`src/rtl/matrix_io_controller_if.sv`:
```
// matrix_io_controller_if: byte-wide load and result stream handshakes between the pins and the controller.
interface matrix_io_controller_if;
  logic [7:0] in_data;
  logic       in_valid;
  logic       in_ready;
  logic [7:0] out_data;
  logic       out_valid;
  logic       out_ready;
  modport master (output in_data, in_valid, out_ready, input in_ready, out_data, out_valid);
  modport slave  (input in_data, in_valid, out_ready, output in_ready, out_data, out_valid);
endinterface

```
`src/rtl/matrix_io_controller.sv`:
```
// matrix_io_controller: loads A/B byte-wise, pulses the multiply unit, waits for done
// with a timeout, then streams the 64-bit result back out byte-wise.
module matrix_io_controller #(
  parameter int TIMEOUT_CYCLES = 128,
  parameter int CNT_W          = 8
) (
  input  logic                        clk,
  input  logic                        rst,
  matrix_io_controller_if.slave       io,
  output logic [63:0]                 mmu_matrixA,
  output logic [63:0]                 mmu_matrixB,
  output logic                        mmu_enable,
  input  logic [63:0]                 mmu_result,
  input  logic                        mmu_listo,
  output logic                        done,
  output logic                        error
);
  typedef enum logic [2:0] {S_LOAD_A, S_LOAD_B, S_START, S_WAIT, S_SEND} state_t;
  state_t            state_q, state_d;
  logic [2:0]        cnt_q, cnt_d, cnt_nxt;
  logic [CNT_W-1:0]  tcnt_q, tcnt_d;
  logic [63:0]       a_q, a_d, b_q, b_d, res_q, res_d;
  logic [7:0]        out_data_q, out_data_d;
  logic              out_valid_q, out_valid_d, en_q, en_d, done_q, done_d, err_q, err_d;
  assign cnt_nxt      = cnt_q + 3'd1;
  assign io.in_ready  = (state_q == S_LOAD_A) || (state_q == S_LOAD_B);
  assign io.out_data  = out_data_q;
  assign io.out_valid = out_valid_q;
  assign mmu_matrixA  = a_q;
  assign mmu_matrixB  = b_q;
  assign mmu_enable   = en_q;
  assign done         = done_q;
  assign error        = err_q;
  always_comb begin
    state_d     = state_q;
    cnt_d       = cnt_q;
    tcnt_d      = tcnt_q;
    a_d         = a_q;
    b_d         = b_q;
    res_d       = res_q;
    out_data_d  = out_data_q;
    out_valid_d = out_valid_q;
    en_d        = 1'b0;
    done_d      = 1'b0;
    err_d       = err_q;
    case (state_q)
      S_LOAD_A, S_LOAD_B: if (io.in_valid) begin
        cnt_d = cnt_nxt;
        if (state_q == S_LOAD_A) a_d[{cnt_q, 3'b000} +: 8] = io.in_data;
        else b_d[{cnt_q, 3'b000} +: 8] = io.in_data;
        // first byte of a new job clears a stale timeout
        if (state_q == S_LOAD_A && cnt_q == 3'd0) err_d = 1'b0;
        if (cnt_q == 3'd7) begin
          state_d = (state_q == S_LOAD_A) ? S_LOAD_B : S_START;
          en_d    = (state_q == S_LOAD_B);
        end
      end
      S_START: begin
        tcnt_d  = '0;
        state_d = S_WAIT;
      end
      S_WAIT: begin
        tcnt_d = tcnt_q + 1'b1;
        if (mmu_listo) begin
          res_d       = mmu_result;
          out_data_d  = mmu_result[7:0];
          out_valid_d = 1'b1;
          state_d     = S_SEND;
        end else if (tcnt_q == CNT_W'(TIMEOUT_CYCLES - 1)) begin
          err_d   = 1'b1;
          state_d = S_LOAD_A;
        end
      end
      S_SEND: if (io.out_ready) begin
        cnt_d      = cnt_nxt;
        out_data_d = res_q[{cnt_nxt, 3'b000} +: 8];
        if (cnt_q == 3'd7) begin
          out_valid_d = 1'b0;
          done_d      = 1'b1;
          state_d     = S_LOAD_A;
        end
      end
      default: state_d = S_LOAD_A;
    endcase
  end
  always_ff @(posedge clk or negedge rst) begin
    if (!rst) begin
      state_q     <= S_LOAD_A;
      cnt_q       <= '0;
      tcnt_q      <= '0;
      a_q         <= '0;
      b_q         <= '0;
      res_q       <= '0;
      out_data_q  <= '0;
      out_valid_q <= 1'b0;
      en_q        <= 1'b0;
      done_q      <= 1'b0;
      err_q       <= 1'b0;
    end else begin
      state_q     <= state_d;
      cnt_q       <= cnt_d;
      tcnt_q      <= tcnt_d;
      a_q         <= a_d;
      b_q         <= b_d;
      res_q       <= res_d;
      out_data_q  <= out_data_d;
      out_valid_q <= out_valid_d;
      en_q        <= en_d;
      done_q      <= done_d;
      err_q       <= err_d;
    end
  end
endmodule
```
`src/flat_wrapper.sv`:
```
// flat-port wrapper written by rule: the top's interface ports become plain ports
module matrix_io_controller_flat 
#(
  parameter int TIMEOUT_CYCLES = 128,
  parameter int CNT_W          = 8
)
  (clk, rst, mmu_matrixA, mmu_matrixB, mmu_enable, mmu_result, mmu_listo, done, error, io_in_data, io_in_valid, io_out_ready, io_in_ready, io_out_data, io_out_valid);
  matrix_io_controller_if io_i ();
  input  logic clk;
  input  logic rst;
  output logic [63:0] mmu_matrixA;
  output logic [63:0] mmu_matrixB;
  output logic mmu_enable;
  input  logic [63:0] mmu_result;
  input  logic mmu_listo;
  output logic done;
  output logic error;
  input wire logic [$bits(io_i.in_data)-1:0] io_in_data;
  input wire logic [$bits(io_i.in_valid)-1:0] io_in_valid;
  input wire logic [$bits(io_i.out_ready)-1:0] io_out_ready;
  output wire logic [$bits(io_i.in_ready)-1:0] io_in_ready;
  output wire logic [$bits(io_i.out_data)-1:0] io_out_data;
  output wire logic [$bits(io_i.out_valid)-1:0] io_out_valid;
  assign io_i.in_data = io_in_data;
  assign io_i.in_valid = io_in_valid;
  assign io_i.out_ready = io_out_ready;
  assign io_in_ready = io_i.in_ready;
  assign io_out_data = io_i.out_data;
  assign io_out_valid = io_i.out_valid;
  matrix_io_controller #(.TIMEOUT_CYCLES(TIMEOUT_CYCLES), .CNT_W(CNT_W)) u_core (.clk(clk), .rst(rst), .io(io_i), .mmu_matrixA(mmu_matrixA), .mmu_matrixB(mmu_matrixB), .mmu_enable(mmu_enable), .mmu_result(mmu_result), .mmu_listo(mmu_listo), .done(done), .error(error));
endmodule
```
`config.mk`:
```
export PLATFORM = sky130hd
export DESIGN_NAME = matrix_io_controller_flat
export DESIGN_NICKNAME = d
export VERILOG_FILES = /design/src/rtl/matrix_io_controller_if.sv /design/src/rtl/matrix_io_controller.sv /design/src/flat_wrapper.sv
export SDC_FILE = /design/constraint.sdc
export NUM_CORES = 1
export LEC_CHECK = 0
export ABC_AREA = 1
export CAP_MARGIN = 0
export CORE_AREA = 10 10 136 138
export CTS_CLUSTER_DIAMETER = 120
export DETAILED_ROUTE_END_ITERATION = 8
export DIE_AREA = 0 0 146 148
export DONT_BUFFER_PORTS = 1
export PLACE_DENSITY = 0.77
export SETUP_SLACK_MARGIN = 0.15
export SYNTH_ARGS = -nofsm -noshare
export SYNTH_HDL_FRONTEND = slang
export SYNTH_SLANG_ARGS = --single-unit
```
`constraint.sdc`:
```
create_clock -name clk -period 3.3 [get_ports clk]
set_clock_uncertainty 0.2 [all_clocks]
set_input_delay 0.33 -clock clk [delete_from_list [all_inputs] [get_ports clk]]
set_output_delay 0.33 -clock clk [all_outputs]
set_load 0.03 [all_outputs]
```
-- Word level (Yosys, flattened, before mapping)
Cells that the tools add are included.
- output and inout bits: 141
- register bits after elaboration: 218
- reductions and logical operators: 17
- shifts and indexed selects: 3
- add/sub/neg operators: 3
- equality and inequality tests: 15
- muxes and demuxes: 32
- bitwise gates (word level): 1
- operators by type and width (operator ; number):
    64-bit bitwise mux ; 2
    8-bit by 8-bit variable shift with 64-bit output (first input constant) ; 1
    64-bit by 7-bit indexed part select with 8-bit output ; 1
    8-bit by 8-bit indexed part select with 64-bit output ; 1
    8-bit one-hot mux with 2 select lines ; 2
    3-bit two-way mux ; 8
    8-bit two-way mux ; 2
    1-bit two-way mux ; 13
    3-bit one-hot mux with 4 select lines ; 1
    3-bit AND reduction ; 4
    5-bit AND reduction ; 2
    8-bit by 1-bit adder with 8-bit output (second input constant) ; 1
    8-bit by 7-bit == test with 1-bit output (second input constant) ; 1
    2-bit by 1-bit inequality test with 1-bit output (second input constant) ; 4
    2-bit inequality test (second input constant) ; 4
    6-bit negation with 8-bit output ; 1
    2-bit nonzero test ; 4
    3-bit by 2-bit == test with 1-bit output (second input constant) ; 2
    3-bit == test (second input constant) ; 2
    3-bit zero test ; 2
    3-bit one-hot mux with 2 select lines ; 1
    1-bit one-hot mux with 2 select lines ; 2
    4-bit AND reduction ; 1
    3-bit by 1-bit adder with 3-bit output (second input constant) ; 1
    other kinds (8) ; 8

-- Depth between registers and ports, before layout
Gate-level depths: netlist of run 1.
- depth after elaboration: 5
- depth in mapped cells: 12
- depth with buffers taken out: 10

-- Worst setup path after synthesis of run 1
No wires, ideal clock.
- kind: reg-to-reg
- start: register u_core.cnt_q[0]
- end: register u_core.a_q[6] (netlist: u_core.mmu_matrixA[6])
- library setup time: 121 ps
- required time: 2979 ps
- stages on the path, launching flop included: 13
- path slack: 901 ps
- path buffers: 3
- arrival: 2078 ps
- cells stage by stage: dfrtp_1 buf_4 inv_4 buf_2 ha_1 ha_1 inv_1 nand2_1 nor3_2 nand2_2 buf_2 nand2_1 o21ai_1
- word-level cells in the longest chain between the ends: 3
- ends and longest elaborated chain (what ; RTL line ; RTL):
    start, declared ; matrix_io_controller.sv:20 ; logic [2:0] cnt_q, cnt_d, cnt_nxt;
    start signal, assigned ; matrix_io_controller.sv:101 ; cnt_q <= cnt_d;
    6-bit negation with 8-bit output (*) ; matrix_io_controller.sv:49 ; if (state_q == S_LOAD_A) a_d[{cnt_q, 3'b000} +: 8] = io.in_data;
    8-bit by 8-bit indexed part select with 64-bit output / 8-bit by 8-bit variable shift with 64-bit output (equally long branches) ; matrix_io_controller.sv:49 ;
    64-bit bitwise mux (*) ; matrix_io_controller.sv:49 ;
    end signal, assigned ; matrix_io_controller.sv:91 ; a_q <= '0;
    end signal, assigned ; matrix_io_controller.sv:103 ; a_q <= a_d;
    end, declared ; matrix_io_controller.sv:22 ; logic [63:0] a_q, a_d, b_q, b_d, res_q, res_d;
Every way passes the cells marked *; elsewhere a longest branch is shown, timed or not.
A chain may end at the register's enable or synchronous reset.

-- Final worst setup path of run 1
- start: register u_core.cnt_q[1]
- end: register u_core.a_q[33] (netlist: u_core.mmu_matrixA[33])
The elaborated chain is that of the path after synthesis.

==> out/metrics.cfg, run 1 <==
[run_status]
outcome=finished with violations
failed_checks=negative hold slack

[clock_network]
clkTransAtPathRegs_ps=60
cts.path.max_buffers=3
cts-root-buf=clkbuf_16
cts_tree=done
clk_latency_ps=500
htree_levels=1
numCtsBuffers=23
cts_resized=0
clock_sinks=218
cts.hold.buffers_added=75

[synth]
ys.flop_type=dfrtp_1
ys_warn_count=0
ys_types=36
syn-cell-area_um2=9653
synth_seq_cells=218
synthMostInstantiatedCell=nand2_1
syn_avg_cell_area_um2=8.416
synth_top_area_share_pct=56.51
synth_edf_count=0
synthCells=1147
synth_area_leaders=dfrtp_1 57%, nand2_1 16%, o21ai_0 5.9%
synthesis.nets=1232
async_reset_ff_share_pct=100.0
netlist.top_cell.by_area=dfrtp_1
yosysSeqAreaShare_pct=56.51
synthTopCellsByCount=414 x nand2_1, 218 x dfrtp_1, 123 x inv_1, 114 x o21ai_0, 84 x nand3_1

[final_layout]
area_growth_pct=14.89
drive_above_1_share_pct=6.250
design_area_um2=11090
nets=1289

[floorplan]
dieArea_um2=21610
rows=46
start_util_pct=61.43
top_level_ports=218
die_h_um=148
fp.dieW_um=146
core_um2=15710

[placement]
dpl.hpwl_um=17640
gp_congestion=0.8505
pre_cts_slack_ps=919.8
port_buffers=0
place_area_um2=9678

[worst_setup_path]
worstSetupStartpoint=u_core.cnt_q[1]$_DFFE_PN0P_
end_kind=register
r2r-start=u_core.cnt_q[1]$_DFFE_PN0P_
crit_type=reg -> reg
timing.critical_path.required_ps=3490
path_max_fanout=18
cp.arrival_ps=2600
cp-start-kind=register

[sta]
period_minus_slack_ps=2405
max_freq_ghz=0.4159
period_share_pct=72.87
max-slew-margin-rel_pct=55.22
setup_viol=0
tightest_slew_ps=670.8
rsz0062_at_grt=false
layout_setup_ws_ps=895.5
holdWs_ps=-669.9
finalHoldViolations=218
fin_setup_tns_ps=0
slew_violations=0

[worst_hold_path]
min_path_type=in -> async

[drt]
num_vias=7844
via_per_inst=5.462
first_pass_iters=6
final_antenna_net_count=0
wirelength_um=26640
first_iter_violations=713
drc=0
wire_per_inst_um=18.55

[grt]
grt_pass1_wl_um=43140
grt_max_degree=219
antenna_found_initial=4
grt-ovfl-total=0
grt_pass1_vias=7847
track_usage_pct=24.33

[power]
vdd_drop_max_mv=0.5841
p_leak_nw=5.569
power_per_cell_area_nw_per_um2=987.9

[flow_run]
drv_cap=0

kinds of logic after synthesis:
| kind of cell | synth area share, % |
|---|---|
| xor+xnor | 0.09075 |
| simple gates | 25.08 |
| buf+inv | 8.360 |
| compound gates | 8.918 |
| flops | 56.51 |
| fa+ha+maj | 1.037 |
layer usage:
layer / wire, um / GRT usage, %
met5: 0 / 0
met2: 12680 / 39.03
met4: 940 / 10.51
met1: 10100 / 29.71
met3: 2930 / 7.875
cell usage in the layout (no fill, tap or decap), drive strengths merged:
| cell type | synthesis | final |
|---|---|---|
| dlygate4sd3 | 0 | 75 |
| xor2 | 1 | 1 |
| ha | 8 | 8 |
| nand3 | 87 | 87 |
| nor4 | 1 | 1 |
| clkbuf | 13 | 34 |
| dfrtp | 218 | 218 |
| nand2 | 425 | 425 |
| clkinv | 2 | 5 |
| inv | 132 | 132 |
| o211ai | 2 | 2 |
| nand4 | 8 | 8 |
| nor2 | 48 | 48 |
| o21ai | 150 | 150 |
| nor3 | 3 | 3 |
| nand3b | 1 | 1 |
| diode | 0 | 4 |
| a21oi | 13 | 13 |
| buf | 35 | 5 |
critical path: stages (launching register included):
cell	delay [ps]
dfrtp_1	400
inv_1	120
ha_1	220
ha_1	350
nand2_2	100
inv_2	60
nand2_2	70
nor2_4	330
nand2_1	260
nand2_1	130
nand2_1	60
where the power goes:
group / switching (mW) / internal, mW
registers: 1.74 / 3.62
clock network: 1.00 / 1.32
logic: 2.25 / 1.03
total: 4.99 / 5.96
final cells by class:
type | count | area [um2]
diodes | 4 | 10.01
clock buffers | 34 | 636.9
clock inverters | 3 | 15.01
fillers | 1165 | 4622
inverters | 134 | 511.7
multi-input cells | 747 | 3391
flip-flops and latches | 218 | 5455
well taps | 216 | 270.3
repair buffers | 80 | 800.8
metrics by stage:
step                      power, mW  std cells  hold slack (ps)  utilization, %
after floorplan               7.636       1147           -165.6               -
after global placement        8.376       1320           -155.5           61.59
after detailed placement      8.502       1320           -156.0           61.59
after CTS                     10.91       1432           -680.4           70.52
after global routing          11.67       1436           -690.0           70.58
final                         10.96       1436           -669.9           70.58
state kept, by name (all words and copies together), names as in the netlist:
register	count
u_core.cnt_q	3
u_core.done	1
u_core.error	1
u_core.io.out_data	8
u_core.io.out_valid	1
u_core.mmu_enable	1
u_core.mmu_matrixA	64
u_core.mmu_matrixB	64
u_core.res_q	64
u_core.state_q	3
u_core.tcnt_q	8
final timing paths:
kind	to	slack (ps)	depth (start not counted)
setup / recovery	u_core.mmu_matrixA[33]$_DFFE_PN0P_	900	10
hold / removal	u_core.mmu_matrixA[58]$_DFFE_PN0P_	-670	0
setup reg to reg	u_core.mmu_matrixA[33]$_DFFE_PN0P_	900	10
hold reg to reg	u_core.tcnt_q[0]$_DFFE_PN0P_	330	1
max in group asynchronous	u_core.mmu_matrixB[49]$_DFFE_PN0P_	3330	0
min in group clk	u_core.res_q[14]$_DFFE_PN0P_	300	3
timing repair:
action | in CTS | in global routing
setup endpoints to repair | 0 | 0
endpoints found under the hold margin | 387 | 218
buffers inserted | 0 | 0
(Power assumes the default switching activity.)
==> run 2: changes to the inputs <==
==> constraint.sdc (replaced) <==
create_clock -name clk -period 2.5 [get_ports clk]
set_clock_uncertainty 0.2 [all_clocks]
set_input_delay 0.25 -clock clk [delete_from_list [all_inputs] [get_ports clk]]
set_output_delay 0.25 -clock clk [all_outputs]
set_load 0.03 [all_outputs]
==> run 2 against run 1 <==
Effect of this change:
- the flow still finishes with violations (negative hold slack)
- count of clock-buffer cells in the layout down 2
- utilization up 1.1 points
- maximum frequency up 4.2%
- setup slack worse by 700 ps
==> out/metrics.cfg, run 2 (synthesis results as in run 1) <==
[worst_setup_path]
cp_num_buf_inv=2  ; unchanged
crit_chain=inv_1, ha_1, ha_4, inv_1, nand2_1, nor3_4, nand2_4, nand2_1, o21ai_0
cp_slowest_cell=dfrtp_1
path_max_fanout=16  ; -2
crit_type=reg -> reg
crit_family=simple AND/OR/NAND/NOR gates
cp.arrival_ps=2460  ; -140 ps
timing.critical_path.required_ps=2650  ; -840 ps
end_kind=register
cp-start-kind=register
cp_slowest_stage_delay_ps=400  ; about the same

[placement]
port_buffers=0  ; unchanged
dpl.hpwl_um=17890  ; +1.4%
gp_congestion=0.8741  ; +2.8%
pre_cts_slack_ps=233.8  ; -686.0 ps

[clock_network]
clock_sinks=218  ; unchanged
cts.path.max_buffers=3  ; unchanged
numCtsBuffers=23  ; unchanged
clk_latency_ps=490  ; about the same
cts_tree=done
htree_levels=1  ; unchanged
cts.hold.buffers_added=75  ; unchanged
clkTransAtPathRegs_ps=60  ; about the same
cts-root-buf=clkbuf_16

[sta]
finalHoldViolations=218  ; unchanged
period_share_pct=92.34  ; +19 points
rsz0062_at_grt=true
max-slew-margin-rel_pct=72.29  ; +17 points
fin_setup_tns_ps=0  ; unchanged
setup_viol=0  ; unchanged
slew_violations=0  ; unchanged
layout_setup_ws_ps=191.5  ; -704.0 ps
max_freq_ghz=0.4332  ; +4.2%
tightest_slew_ps=415.7  ; -255.1 ps
period_minus_slack_ps=2309  ; -96.05 ps
holdWs_ps=-740.7  ; -70.73 ps

[power]
p_sw_share_pct=44.46  ; -1.1 points
power_per_cell_area_nw_per_um2=1315  ; +33%
pwr-share-seq_pct=47.7  ; -1.2 points
pwr-share-clk_pct=22.2  ; +1.0 points
switchingPower_mw=6.586  ; +32%
vdd_drop_max_mv=0.7821  ; +34%
internal-power_mw=8.228  ; +38%
comb_power_share_pct=30.2  ; +0.3 points
p_leak_nw=5.685  ; +2.1%

[final_layout]
layout_commonest_cell=nand2_1
nets=1298  ; +0.70%
fill_cells=1158  ; -0.60%
drive_above_1_share_pct=7.586  ; +1.3 points
area_growth_pct=16.75
diodes=0  ; -4
mostFrequentLayoutCells=412 x nand2_1, 218 x dfrtp_1, 122 x inv_1, 114 x o21ai_0, 84 x nand3_1

[grt]
antenna_found_initial=0  ; -4
grt_pass1_wl_um=41890  ; -2.9%
grt_max_degree=219  ; unchanged
grt-ovfl-total=0  ; unchanged
grt_pass1_vias=7713  ; -1.7%
track_usage_pct=23.59  ; -0.74 points

[worst_hold_path]
min_path_type=in -> async

[flow_run]
drv_cap=0  ; unchanged

[drt]
wire_per_inst_um=18.24  ; -1.7%
wirelength_um=26310  ; -1.3%
via_per_inst=5.478  ; +0.28%
drc=0  ; unchanged
final_antenna_net_count=0  ; unchanged
num_vias=7899  ; +0.70%
first_pass_iters=5  ; -1
first_iter_violations=631  ; -12%

[floorplan]
die_h_um=148  ; unchanged
core_um2=15710  ; unchanged
fp.dieW_um=146  ; unchanged
top_level_ports=218  ; unchanged
dieArea_um2=21610  ; unchanged
rows=46  ; unchanged
start_util_pct=61.43  ; unchanged

[run_status]
outcome=finished with violations
failed_checks=negative hold slack

==> run 2: final timing paths <==
| check | startpoint | end | slack, ps | cells past startpoint |
|---|---|---|---|---|
| setup / recovery | u_core.cnt_q[1]$_DFFE_PN0P_ | u_core.mmu_matrixB[6]$_DFFE_PN0P_ | 190 | 9 |
| hold / removal | rst | u_core.mmu_matrixA[28]$_DFFE_PN0P_ | -740 | 0 |
| setup reg to reg | u_core.cnt_q[1]$_DFFE_PN0P_ | u_core.mmu_matrixB[6]$_DFFE_PN0P_ | 190 | 9 |
| hold reg to reg | u_core.cnt_q[2]$_DFFE_PN0P_ | u_core.cnt_q[2]$_DFFE_PN0P_ | 320 | 2 |
| max in group asynchronous | rst | u_core.mmu_matrixB[58]$_DFFE_PN0P_ | 2460 | 0 |
| min in group clk | mmu_result[20] | u_core.res_q[20]$_DFFE_PN0P_ | 230 | 3 |
==> run 2: metrics by stage <==
step                      utilization (%)  cell area (um2)  std cells  hold slack, ps  power [mW]
after global placement              61.97             9737       1326          -236.3       11.16
after floorplan                         -             9656       1147          -245.6       10.09
after global routing                71.72            11270       1442          -762.8       15.75
after detailed placement            61.97             9737       1326          -237.7       11.30
final                               71.72            11270       1442          -740.7       14.81
after CTS                           71.33            11210       1439          -757.5       14.73
==> run 2: area by class of cell <==
cell class / instances / area [um2] / area share [%]
Sequential cell: 218 / 5455 / 48.41
Multi-Input combinational cell: 748 / 3431 / 30.44
Timing Repair Buffer: 88 / 880.8 / 7.816
Clock buffer: 32 / 639.4 / 5.673
Inverter: 134 / 513.0 / 4.552
Tap cell: 216 / 270.3 / 2.398
Clock inverter: 6 / 80.08 / 0.7106
==> run 2: worst register-to-register path, cell delays in order (launching register included) <==
cell and delay (ps):
dfrtp_1 400, inv_1 140, ha_1 250, ha_4 240
inv_1 80, nand2_1 130, nor3_4 330, nand2_4 180
nand2_1 120, o21ai_0 110
==> run 2: layer usage <==
metal | wire (um) | GRT usage (%) | vias to the layer above
met5 | 0 | 0 | -
met4 | 797 | 7.858 | 0
met3 | 2558 | 7.509 | 65
met2 | 12670 | 38.69 | 314
met1 | 10290 | 29.07 | 3795
li1 | - | - | 3725
==> run 2: timing repair <==
action                     4_1_cts  5_1_grt
setup endpoints to repair        0       68
resized for setup                0        9
hold endpoints to repair       422      218
buffers inserted                 0        2
==> run 2: power groups by stage <==
stage	sequential, mW	combinational [mW]	clock, mW
2_1_floorplan	6.76	3.33	0
3_3_place_gp	7.09	4.07	0
3_5_place_dp	7.12	4.17	0
4_1_cts	7.07	4.33	3.33
5_1_grt	7.20	5.07	3.48
6_report	7.06	4.47	3.29
